==> config.mk <==
export PLATFORM = sky130hd
export DESIGN_NAME = add_arbiter_flat
export DESIGN_NICKNAME = d
export VERILOG_FILES = /design/src/rtl/add_arbiter_if.sv /design/src/rtl/add_arbiter.sv /design/src/flat_wrapper.sv
export SDC_FILE = /design/constraint.sdc
export NUM_CORES = 1
export LEC_CHECK = 0
export CORE_UTILIZATION = 45
export DETAILED_ROUTE_END_ITERATION = 8
export MAX_ROUTING_LAYER = met4
export PLACE_DENSITY = 0.85
export SLEW_MARGIN = 0
export SYNTH_ARGS = -nofsm -noshare
export SYNTH_HDL_FRONTEND = slang
export SYNTH_SLANG_ARGS = --single-unit
==> constraint.sdc <==
create_clock -name clk -period 7 [get_ports clk]
set_input_delay 1.05 -clock clk [delete_from_list [all_inputs] [get_ports clk]]
set_output_delay 1.05 -clock clk [all_outputs]
set_load 0.01 [all_outputs]
==> src/rtl/add_arbiter_if.sv <==
// add_arbiter_if: request/response bundle for the two-requester add arbiter.
// slave  = arbiter side (takes requests, produces responses).
// master = requester/consumer side.
interface add_arbiter_if;
    logic        req0_valid;
    logic        req0_ready;
    logic [31:0] req0_a;
    logic [31:0] req0_b;
    logic        req0_chain;

    logic        req1_valid;
    logic        req1_ready;
    logic [31:0] req1_a;
    logic [31:0] req1_b;
    logic        req1_chain;

    logic        rsp_valid;
    logic        rsp_ready;
    logic [31:0] rsp_sum;
    logic        rsp_cout;
    logic        rsp_id;

    modport slave (
        input  req0_valid, req0_a, req0_b, req0_chain,
        input  req1_valid, req1_a, req1_b, req1_chain,
        input  rsp_ready,
        output req0_ready, req1_ready,
        output rsp_valid, rsp_sum, rsp_cout, rsp_id
    );

    modport master (
        output req0_valid, req0_a, req0_b, req0_chain,
        output req1_valid, req1_a, req1_b, req1_chain,
        output rsp_ready,
        input  req0_ready, req1_ready,
        input  rsp_valid, rsp_sum, rsp_cout, rsp_id
    );
endinterface

==> src/rtl/add_arbiter.sv <==
// add_arbiter: two requesters share one 32-bit adder.
// IDLE grants one valid requester and latches its operands, CALC registers the
// 33-bit sum, HOLD presents the result until the consumer takes it.
// FAIR_MODE=1 alternates grants on ties, FAIR_MODE=0 gives req0 fixed priority.
// Optional feature macro: ADD_CARRY_CHAIN_EN (per-requester stored carry used
// as carry-in when that requester's chain bit is set).
module add_arbiter #(
    parameter int FAIR_MODE = 1
) (
    input logic          clk,
    input logic          rst_n,
    add_arbiter_if.slave bus
);

    localparam int DATA_W = 32;

    typedef enum logic [1:0] {
        IDLE = 2'd0,
        CALC = 2'd1,
        HOLD = 2'd2
    } state_t;

    state_t              state_q, state_d;
    logic                last_q;       // index of the requester granted last
    logic                gnt_id;       // requester that would be granted now
    logic                any_valid;
    logic                accept;
    logic                ready0, ready1;
    logic                cin_sel;
    logic                handshake;

    logic [DATA_W-1:0]   a_q, b_q;
    logic                cin_q, id_q;

    logic [DATA_W-1:0]   sum_q;
    logic                cout_q;
    logic                rsp_id_q;
    logic                rsp_valid_q;

    // 33-bit add so the wrap-around lands in bit 32 as the carry out
    function automatic logic [DATA_W:0] add_wide(input logic [DATA_W-1:0] a,
                                                 input logic [DATA_W-1:0] b,
                                                 input logic              cin);
        return {1'b0, a} + {1'b0, b} + {{DATA_W{1'b0}}, cin};
    endfunction

    // Arbitration: pick which requester would be served this cycle
    always_comb begin
        any_valid = bus.req0_valid | bus.req1_valid;
        gnt_id    = 1'b0;
        if (FAIR_MODE != 0) begin
            if (bus.req0_valid && bus.req1_valid) gnt_id = ~last_q;
            else                                  gnt_id = bus.req1_valid;
        end else begin
            gnt_id = ~bus.req0_valid;
        end
    end

`ifdef ADD_CARRY_CHAIN_EN
    logic [1:0] carry_q;

    assign cin_sel = gnt_id ? (bus.req1_chain & carry_q[1])
                            : (bus.req0_chain & carry_q[0]);

    // Remember each requester's carry out once its result is taken
    always_ff @(posedge clk) begin
        if (!rst_n) begin
            carry_q <= 2'b00;
        end else if (handshake) begin
            carry_q[rsp_id_q] <= cout_q;
        end
    end
`else
    logic unused_chain;

    assign cin_sel      = 1'b0;
    assign unused_chain = bus.req0_chain ^ bus.req1_chain;
`endif

    // Next-state and handshake outputs; ready only ever offered from IDLE
    always_comb begin
        state_d = state_q;
        ready0  = 1'b0;
        ready1  = 1'b0;
        accept  = 1'b0;
        unique case (state_q)
            IDLE: begin
                if (any_valid) begin
                    ready0  = ~gnt_id;
                    ready1  = gnt_id;
                    accept  = 1'b1;
                    state_d = CALC;
                end
            end
            CALC: state_d = HOLD;
            HOLD: begin
                if (rsp_valid_q && bus.rsp_ready) state_d = IDLE;
            end
            default: state_d = IDLE;
        endcase
        if (!rst_n) begin
            ready0 = 1'b0;
            ready1 = 1'b0;
            accept = 1'b0;
        end
    end

    assign handshake = (state_q == HOLD) && rsp_valid_q && bus.rsp_ready;

    // Control state: FSM, round-robin pointer and response valid.
    // rsp_valid rises one edge after the sum register loads.
    always_ff @(posedge clk) begin
        if (!rst_n) begin
            state_q     <= IDLE;
            last_q      <= 1'b1;
            rsp_valid_q <= 1'b0;
        end else begin
            state_q <= state_d;
            if (accept) last_q <= gnt_id;
            if (state_q == HOLD && !rsp_valid_q) rsp_valid_q <= 1'b1;
            else if (handshake)                  rsp_valid_q <= 1'b0;
        end
    end

    // Operand capture on acceptance; contents are don't-care until then
    always_ff @(posedge clk) begin
        if (accept) begin
            if (gnt_id) begin
                a_q <= bus.req1_a;
                b_q <= bus.req1_b;
            end else begin
                a_q <= bus.req0_a;
                b_q <= bus.req0_b;
            end
            cin_q <= cin_sel;
            id_q  <= gnt_id;
        end
    end

    // Result register: loaded only in CALC, so it stays put through HOLD
    always_ff @(posedge clk) begin
        if (!rst_n) begin
            sum_q    <= '0;
            cout_q   <= 1'b0;
            rsp_id_q <= 1'b0;
        end else if (state_q == CALC) begin
            {cout_q, sum_q} <= add_wide(a_q, b_q, cin_q);
            rsp_id_q        <= id_q;
        end
    end

    assign bus.req0_ready = ready0;
    assign bus.req1_ready = ready1;
    assign bus.rsp_valid  = rsp_valid_q;
    assign bus.rsp_sum    = sum_q;
    assign bus.rsp_cout   = cout_q;
    assign bus.rsp_id     = rsp_id_q;

endmodule

==> src/flat_wrapper.sv <==
// flat-port wrapper written by rule: the top's interface ports become plain ports
module add_arbiter_flat 
#(
    parameter int FAIR_MODE = 1
)
  (clk, rst_n, bus_req0_valid, bus_req0_a, bus_req0_b, bus_req0_chain, bus_req1_valid, bus_req1_a, bus_req1_b, bus_req1_chain, bus_rsp_ready, bus_req0_ready, bus_req1_ready, bus_rsp_valid, bus_rsp_sum, bus_rsp_cout, bus_rsp_id);
  add_arbiter_if bus_i ();
  input logic clk;
  input logic rst_n;
  input wire logic [$bits(bus_i.req0_valid)-1:0] bus_req0_valid;
  input wire logic [$bits(bus_i.req0_a)-1:0] bus_req0_a;
  input wire logic [$bits(bus_i.req0_b)-1:0] bus_req0_b;
  input wire logic [$bits(bus_i.req0_chain)-1:0] bus_req0_chain;
  input wire logic [$bits(bus_i.req1_valid)-1:0] bus_req1_valid;
  input wire logic [$bits(bus_i.req1_a)-1:0] bus_req1_a;
  input wire logic [$bits(bus_i.req1_b)-1:0] bus_req1_b;
  input wire logic [$bits(bus_i.req1_chain)-1:0] bus_req1_chain;
  input wire logic [$bits(bus_i.rsp_ready)-1:0] bus_rsp_ready;
  output wire logic [$bits(bus_i.req0_ready)-1:0] bus_req0_ready;
  output wire logic [$bits(bus_i.req1_ready)-1:0] bus_req1_ready;
  output wire logic [$bits(bus_i.rsp_valid)-1:0] bus_rsp_valid;
  output wire logic [$bits(bus_i.rsp_sum)-1:0] bus_rsp_sum;
  output wire logic [$bits(bus_i.rsp_cout)-1:0] bus_rsp_cout;
  output wire logic [$bits(bus_i.rsp_id)-1:0] bus_rsp_id;
  assign bus_i.req0_valid = bus_req0_valid;
  assign bus_i.req0_a = bus_req0_a;
  assign bus_i.req0_b = bus_req0_b;
  assign bus_i.req0_chain = bus_req0_chain;
  assign bus_i.req1_valid = bus_req1_valid;
  assign bus_i.req1_a = bus_req1_a;
  assign bus_i.req1_b = bus_req1_b;
  assign bus_i.req1_chain = bus_req1_chain;
  assign bus_i.rsp_ready = bus_rsp_ready;
  assign bus_req0_ready = bus_i.req0_ready;
  assign bus_req1_ready = bus_i.req1_ready;
  assign bus_rsp_valid = bus_i.rsp_valid;
  assign bus_rsp_sum = bus_i.rsp_sum;
  assign bus_rsp_cout = bus_i.rsp_cout;
  assign bus_rsp_id = bus_i.rsp_id;
  add_arbiter #(.FAIR_MODE(FAIR_MODE)) u_core (.clk(clk), .rst_n(rst_n), .bus(bus_i));
endmodule
# After elaboration in Yosys (flattened, before gate mapping)
# Cells that the tools add are included.
# W data, S select, Z words.
# classes
addsub	1
eq_ne	4
mux	17
bitwise	3
reduce_logical	9
# ops
operator	count
$mux W32	2
$add A32 B32 Y33	1
$mux W1	12
$pmux W2 S3	1
$logic_and A1 B1 Y1	5
$mux W2	2
$ne A2 B1 Y1 const B	2
$eq A2 B1 Y1 const B	1
$eq A2 B2 Y1 const B	1
$logic_not A2 Y1	1
$not A1 Y1	2
$reduce_and A2 Y1	1
$reduce_bool A2 Y1	1
$logic_not A1 Y1	1
$or A1 B1 Y1	1
# totals
regBits	103
input_bits	135
output_inout_bits	37
elab_cells	43

# Logic depth before layout (Yosys ltp)
# Gate-level depths: netlist of the first run.
# depth
word_depth	6
mapped_depth	8
mapped_depth_nobuf	8

# Worst setup path after synthesis of the first run
# Ideal clock, no wire load.
# synth_timing
kind	input-to-reg
startpoint	input port rst_n
endpoint	register u_core.a_q[0], enable pin
setup_time_ns	0.489
arrival_time_ns	4.122
setup_slack_ns	2.389
path_stages	3
n_path_buf	1
path_cell_list	clkbuf_1 -> nand2_1 -> nor2_1
# synth_via
elab_chain_len	1
# synth_rtl
item	line_no	text
start, declared	flat_wrapper.sv:9	input logic rst_n;
$mux W1	add_arbiter.sv:101	if (!rst_n) begin
net u_core.accept	add_arbiter.sv:27	logic accept;
end signal, assigned	add_arbiter.sv:129	a_q <= bus.req1_a;
end signal, assigned	add_arbiter.sv:132	a_q <= bus.req0_a;
end, declared	add_arbiter.sv:32	logic [DATA_W-1:0] a_q, b_q;
# The timed path passes the listed nets, and every way through them passes these cells.
# A chain may end at the register's enable or synchronous reset.

# Worst setup path after layout of the first run
# layout_timing
startpoint	input port rst_n
endpoint	output port bus_req0_ready
# layout_via
elab_chain_len	1
# layout_rtl
item	line_no	text
$mux W1	add_arbiter.sv:101	
end, declared	flat_wrapper.sv:19	output wire logic [$bits(bus_i.req0_ready)-1:0] bus_req0_ready;
# Every way passes these cells.

==> flow_metrics.env, run 1 <==
export IMPL_drive_above_1_share=0.138
export IMPL_ir_drop_mv=0.123
export IMPL_crit_chain="clkdlybuf4s50_1, nand2_1, nor3_1, clkdlybuf4s50_1"
export IMPL_layout_common_cells="clkdlybuf4s50_1 (169), edfxtp_1 (65), mux2_2 (64), nand2_1 (50), a21oi_1 (42)"
export IMPL_clock_latency_ps=350
export IMPL_synthCells=557
export IMPL_syn_mean_instance_area_um2=10.7
export IMPL_drtIter0Drc=285
export IMPL_htreeDepth=3
export IMPL_cts_setup_buffers=0
export IMPL_cts_repair_resized=0
export IMPL_clk_pin_slew_worst_paths_ps=70
export IMPL_regArea_um2=2710
export IMPL_p_clk_frac=0.291
export IMPL_max_freq_mhz=245
export IMPL_fin_nets=883
export IMPL_p_leak_nw=2.96
export IMPL_final_cell_area_um2=8120
export IMPL_postSynth_asyncResetShare=0
export IMPL_multi_input_area_um2=3160
export IMPL_finalCriticalPeriod_ps=4070
export IMPL_post_route_period_util=0.582
export IMPL_cts_buffers=9
export IMPL_drc=0
export IMPL_n_fill_cell=1002
export IMPL_clock_skew_ps=4.15
export IMPL_worstPathMaxFanout=22
export IMPL_hold_viol=0
export IMPL_dp_cells=876
export IMPL_antenna_left=0
export IMPL_powerDensity_nw_per_um2=216
export IMPL_cap_violations=0
export IMPL_yosys_warnings=0
export IMPL_area_delta_synth_final_pct=36.0
export IMPL_final_core_utilization=0.636
export IMPL_fp_dieH_um=117
export IMPL_root_buffer="clkbuf_16"
export IMPL_grt_pass1_wl_mm=23.4
export IMPL_wl_per_cell_um=17.0
export IMPL_net_switching_power_mw=0.506
export IMPL_cts_tree="done"
export IMPL_grt_overflow=0
export IMPL_grt_usage=0.231
export IMPL_synth_area_top_cells="edfxtp_1 (33%), dfxtp_1 (13%), mux2_2 (12%)"
export IMPL_antenna_found_initial=0
export IMPL_cts_sinks=103
export IMPL_start_util=0.467
export IMPL_critPathCaptureType="output pin"
export IMPL_setup_violations=0
export IMPL_hold_class="flop to flop"
export IMPL_p_comb_frac=0.288
export IMPL_grt_pass1_vias=4827
export IMPL_synth_top_cell_area_share=0.327
export IMPL_ys_seq_elements=103
export IMPL_core_area_um2=12800
export IMPL_synth_largest_area_cell="edfxtp_1"
export IMPL_rows=41
export IMPL_yosys_most_used_dff="edfxtp_1"
export IMPL_relSlewSlack=0.414
export IMPL_rsz0062_at_grt="false"
export IMPL_synth_distinct_cells=63
export IMPL_viasPerCell=5.63
export IMPL_n_antenna_cell=0
export IMPL_hpwlAfterDp_mm=11.1
export IMPL_crit_slowest_cell="clkdlybuf4s50_1"
export IMPL_share_seq_of_total_power=0.422
export IMPL_synth_nets=725
export IMPL_criticalPathCategory="primary input to output pin"
export IMPL_clk_path_buf_depth=2
export IMPL_die_w_um=117
export IMPL_tns_ps=0
export IMPL_first_pass_iters=5
export IMPL_drt_wl_total_mm=15.1
export IMPL_internal_power_mw=1.25
export IMPL_dpl_cell_area_um2=7820
export IMPL_pin_count=172
export IMPL_vias=5023
export IMPL_cp_data_required_time_ps=5950
export IMPL_cp_slowest_stage_delay_ps=920
export IMPL_cts_hold_fix_buffers=0
export IMPL_synth_edf_count=65
export IMPL_routabilityCongestion=0.832
export IMPL_port_buffers=169
export IMPL_fin_cells=892
export IMPL_crit_top_cell="clkdlybuf4s50_1"
export IMPL_worst_pin_slew_ps=877
export IMPL_whs_ps=467
export IMPL_yosysSeqAreaShare=0.454
export IMPL_synthesis_area_um2=5970
export IMPL_switching_share=0.289
export IMPL_die_area_um2=13700
export IMPL_drv_slew=0
export IMPL_worstPathArrival_ps=3020
export IMPL_status="complete, no violations"
export IMPL_cp_start_kind="primary input"
export IMPL_grt_max_degree=66
export IMPL_final_common_cell="clkdlybuf4s50_1"
export IMPL_ff2ff_setup_slack_ps=4330
==> power groups by stage <==
stage / Clock (mW) / Combinational, mW / Sequential [mW]
floorplan: 0 / 0.290 / 0.758
global placement: 0 / 0.486 / 0.750
detailed placement: 0 / 0.499 / 0.752
CTS: 0.513 / 0.503 / 0.740
global route: 0.537 / 0.547 / 0.744
finish: 0.510 / 0.504 / 0.739
==> worst paths after layout <==
kind	startpoint	end	cells after the start
setup reg to reg	u_core.b_q[0]	u_core.bus.rsp_sum[22]	8
hold / removal	u_core.bus.rsp_sum[12]	u_core.bus.rsp_sum[12]	2
hold reg to reg	u_core.bus.rsp_sum[12]	u_core.bus.rsp_sum[12]	2
setup / recovery	rst_n	bus_req0_ready	4
==> layer usage <==
metal,GRT usage,wire (µm),up-vias
met4,0.0810,227,0
met2,0.395,7470,182
met3,0.0283,754,15
met1,0.282,6690,2368
li1,-,-,2458
met5,-,0,-
==> critical path, delay by kind of cell <==
kind                   cells  cell delay (ps)
buffers and inverters      2             1490
and+or+nand+nor            2              490
==> cell families after synthesis <==
| family | count (synthesis) | synth area share |
|---|---|---|
| AO/OA/AOI/OAI | 159 | 0.187 |
| AND/OR/NAND/NOR | 158 | 0.132 |
| flip-flops | 103 | 0.454 |
| multiplexers | 64 | 0.121 |
| adder cells (fa/ha/maj) | 33 | 0.0704 |
| buffers and inverters | 29 | 0.0201 |
| XOR/XNOR | 11 | 0.0161 |
==> cells in the mapped netlist, types with 8 or more instances <==
library cell and number:
a21o_1 10, a21oi_1 42, and3_1 9, buf_2 9, clkbuf_1 17, dfxtp_1 38, edfxtp_1 65, ha_1 32
mux2_2 64, nand2_1 50, nand3_1 20, nand4_1 11, nor2_1 22, nor3_1 12, o21a_1 8, o21ai_0 28
or3_1 10
==> layout make-up <==
| type | count | area share |
|---|---|---|
| repair buffers | 173 | 0.212 |
| clock inverters | 3 | 0.00262 |
| flip-flops and latches | 103 | 0.334 |
| multi-input cells | 425 | 0.389 |
| clock buffers | 13 | 0.0347 |
| inverters | 3 | 0.00139 |
| well taps | 172 | 0.0265 |
==> registers in the layout, indices dropped and copies added, names as in the netlist <==
signal and flops:
u_core.last_q 1, u_core.bus.rsp_id 1, u_core.b_q 32, u_core.state_q 2, u_core.bus.rsp_cout 1, u_core.id_q 1
u_core.a_q 32, u_core.bus.rsp_sum 32, u_core.bus.rsp_valid 1
==> through the flow <==
step,total power [mW],setup WS [ps]
global placement,1.24,2990
finish,1.75,2930
global route,1.83,2820
CTS,1.76,2930
floorplan,1.05,2390
detailed placement,1.25,2940
(Power assumes the default switching activity.)
==> run 2: changes to the inputs <==
==> constraint.sdc (replaced) <==
create_clock -name clk -period 4 [get_ports clk]
set_input_delay 0.6 -clock clk [delete_from_list [all_inputs] [get_ports clk]]
set_output_delay 0.6 -clock clk [all_outputs]
set_load 0.01 [all_outputs]
==> flow_metrics.env, run 2 (synthesized netlist as in run 1, its figures left out) <==
export IMPL_ir_drop_mv=0.273
export IMPL_whs_path_depth=2
export IMPL_wl_per_cell_um=16.9
export IMPL_grt_pass1_vias=4934
export IMPL_rr_worst_depth=8
export IMPL_start_util=0.467
export IMPL_grt_usage=0.234
export IMPL_root_buffer="clkbuf_16"
export IMPL_crit_buf_inv=3
export IMPL_drt_wl_total_mm=15.1
export IMPL_hpwlAfterDp_mm=11.2
export IMPL_grt_overflow=0
export IMPL_multi_input_area_um2=3160
export IMPL_clk_path_buf_depth=2
export IMPL_reg2reg_to="u_core.bus.rsp_sum[22]"
export IMPL_cts_sinks=103
export IMPL_regArea_um2=2710
export IMPL_rows=41
export IMPL_grt_max_degree=66
export IMPL_crit_chain="clkdlybuf4s50_1, a21boi_4, buf_4, and3_1, clkdlybuf4s50_1"
export IMPL_finalCriticalPeriod_ps=2920
export IMPL_cp_slowest_stage_delay_ps=530
export IMPL_n_antenna_cell=0
export IMPL_rsz0062_at_grt="false"
export IMPL_die_w_um=117
export IMPL_worst_pin_slew_ps=824
export IMPL_first_pass_iters=5
export IMPL_relSlewSlack=0.451
export IMPL_drc=0
export IMPL_layout_common_cells="clkdlybuf4s50_1 (169), edfxtp_1 (65), mux2_2 (64), nand2_1 (50), a21oi_1 (42)"
export IMPL_tns_ps=0
export IMPL_hold_class="flop to flop"
export IMPL_die_area_um2=13700
export IMPL_hold_viol=0
export IMPL_p_leak_nw=2.99
export IMPL_setup_violations=0
export IMPL_crit_top_cell="clkdlybuf4s50_1"
export IMPL_cts_repair_resized=0
export IMPL_max_freq_mhz=343
export IMPL_ff2ff_setup_slack_ps=1300
export IMPL_drive_above_1_share=0.144
export IMPL_cts_hold_fix_buffers=0
export IMPL_htreeDepth=3
export IMPL_clock_skew_ps=11.9
export IMPL_drv_slew=0
export IMPL_area_delta_synth_final_pct=36.6
export IMPL_antenna_left=0
export IMPL_status="complete, no violations"
export IMPL_fp_dieH_um=117
export IMPL_core_area_um2=12800
export IMPL_post_route_period_util=0.730
export IMPL_cts_tree="done"
export IMPL_grt_pass1_wl_mm=23.6
export IMPL_clk_pin_slew_worst_paths_ps=60
export IMPL_antenna_found_initial=0
export IMPL_final_common_cell="clkdlybuf4s50_1"
export IMPL_crit_slowest_cell="clkdlybuf4s50_1"
export IMPL_powerDensity_nw_per_um2=377
export IMPL_cts_setup_buffers=0
export IMPL_r2r_start="u_core.b_q[0]"
export IMPL_cap_violations=0
export IMPL_cp_data_required_time_ps=3400
export IMPL_min_to="u_core.bus.rsp_sum[27]"
export IMPL_clock_latency_ps=360
export IMPL_worstPathArrival_ps=2320
export IMPL_cts_buffers=9
export IMPL_viasPerCell=5.69
export IMPL_port_buffers=169
export IMPL_min_from="u_core.bus.rsp_sum[27]"
export IMPL_pin_count=172
export IMPL_critPathCaptureType="output pin"
export IMPL_worstPathMaxFanout=23
export IMPL_fin_nets=887
export IMPL_drtIter0Drc=340
export IMPL_cp_start_kind="primary input"
export IMPL_criticalPathCategory="primary input to output pin"
export IMPL_vias=5101
export IMPL_routabilityCongestion=0.834
export IMPL_n_fill_cell=940
export IMPL_total_power_mw=3.08
export IMPL_critPathTopFamily="buffers and inverters"
-- run 2: cell types whose count changed in the layout (fill, tap and decap cells not counted) --
| cell | change |
|---|---|
| clkbuf_16 | +1 |
| clkinv_4 | +1 |
| buf_4 | +4 |
| clkinv_2 | +1 |
| clkbuf_8 | -2 |
| clkbuf_1 | -1 |
-- run 2: per-stage QoR --
step	std cells	instance area (µm²)	setup slack (ps)	hold WS, ps	util
after CTS	896	8160	1070	459	0.639
after detailed placement	880	7850	1070	449	0.614
after global placement	880	7850	1110	438	0.614
after global routing	896	8160	999	481	0.639
after floorplan	557	5970	917	470	-
final	896	8160	1080	457	0.639
-- run 2: layout make-up --
type,count,area share
Tap cell,172,0.0264
Timing Repair Buffer,177,0.215
Sequential cell,103,0.333
Inverter,3,0.00138
Clock buffer,11,0.0337
Multi-Input combinational cell,425,0.387
Clock inverter,5,0.00429
-- run 2: layer usage --
layer  part of all wire  global-route usage
met4              0.017              0.0810
met3              0.070              0.0494
met2               0.49               0.395
met1               0.42               0.277
met5                  0                   -
-- run 2: worst reg2reg max path: stages, from the launching register on --
cell and delay (ps):
edfxtp_1 370, ha_1 240, fa_1 410, a21o_1 240, a221oi_4 430, a211o_4 230, a21oi_2 120, or3_1 330
a32o_1 240
-- run 2: power breakdown --
| part | switching [mW] | internal (mW) | total [mW] | leakage (nW) |
|---|---|---|---|---|
| logic | 0.447 | 0.443 | 0.890 | 1.91 |
| clock network | 0.395 | 0.500 | 0.894 | 0.157 |
| registers | 0.0462 | 1.25 | 1.29 | 0.920 |
-- run 2: worst max-delay path by stage --
stage | endpoint | slack (ps) | depth (start not counted) | startpoint
3_5_place_dp | u_core.bus.rsp_sum[15] | 1070 | 8 | rst_n
3_3_place_gp | bus_req1_ready | 1110 | 5 | bus_req1_valid
6_report | bus_req1_ready | 1080 | 5 | bus_req1_valid
5_1_grt | bus_req1_ready | 1000 | 5 | bus_req1_valid
4_1_cts | bus_req1_ready | 1070 | 5 | bus_req1_valid
2_1_floorplan | u_core.a_q[0] | 920 | 3 | rst_n
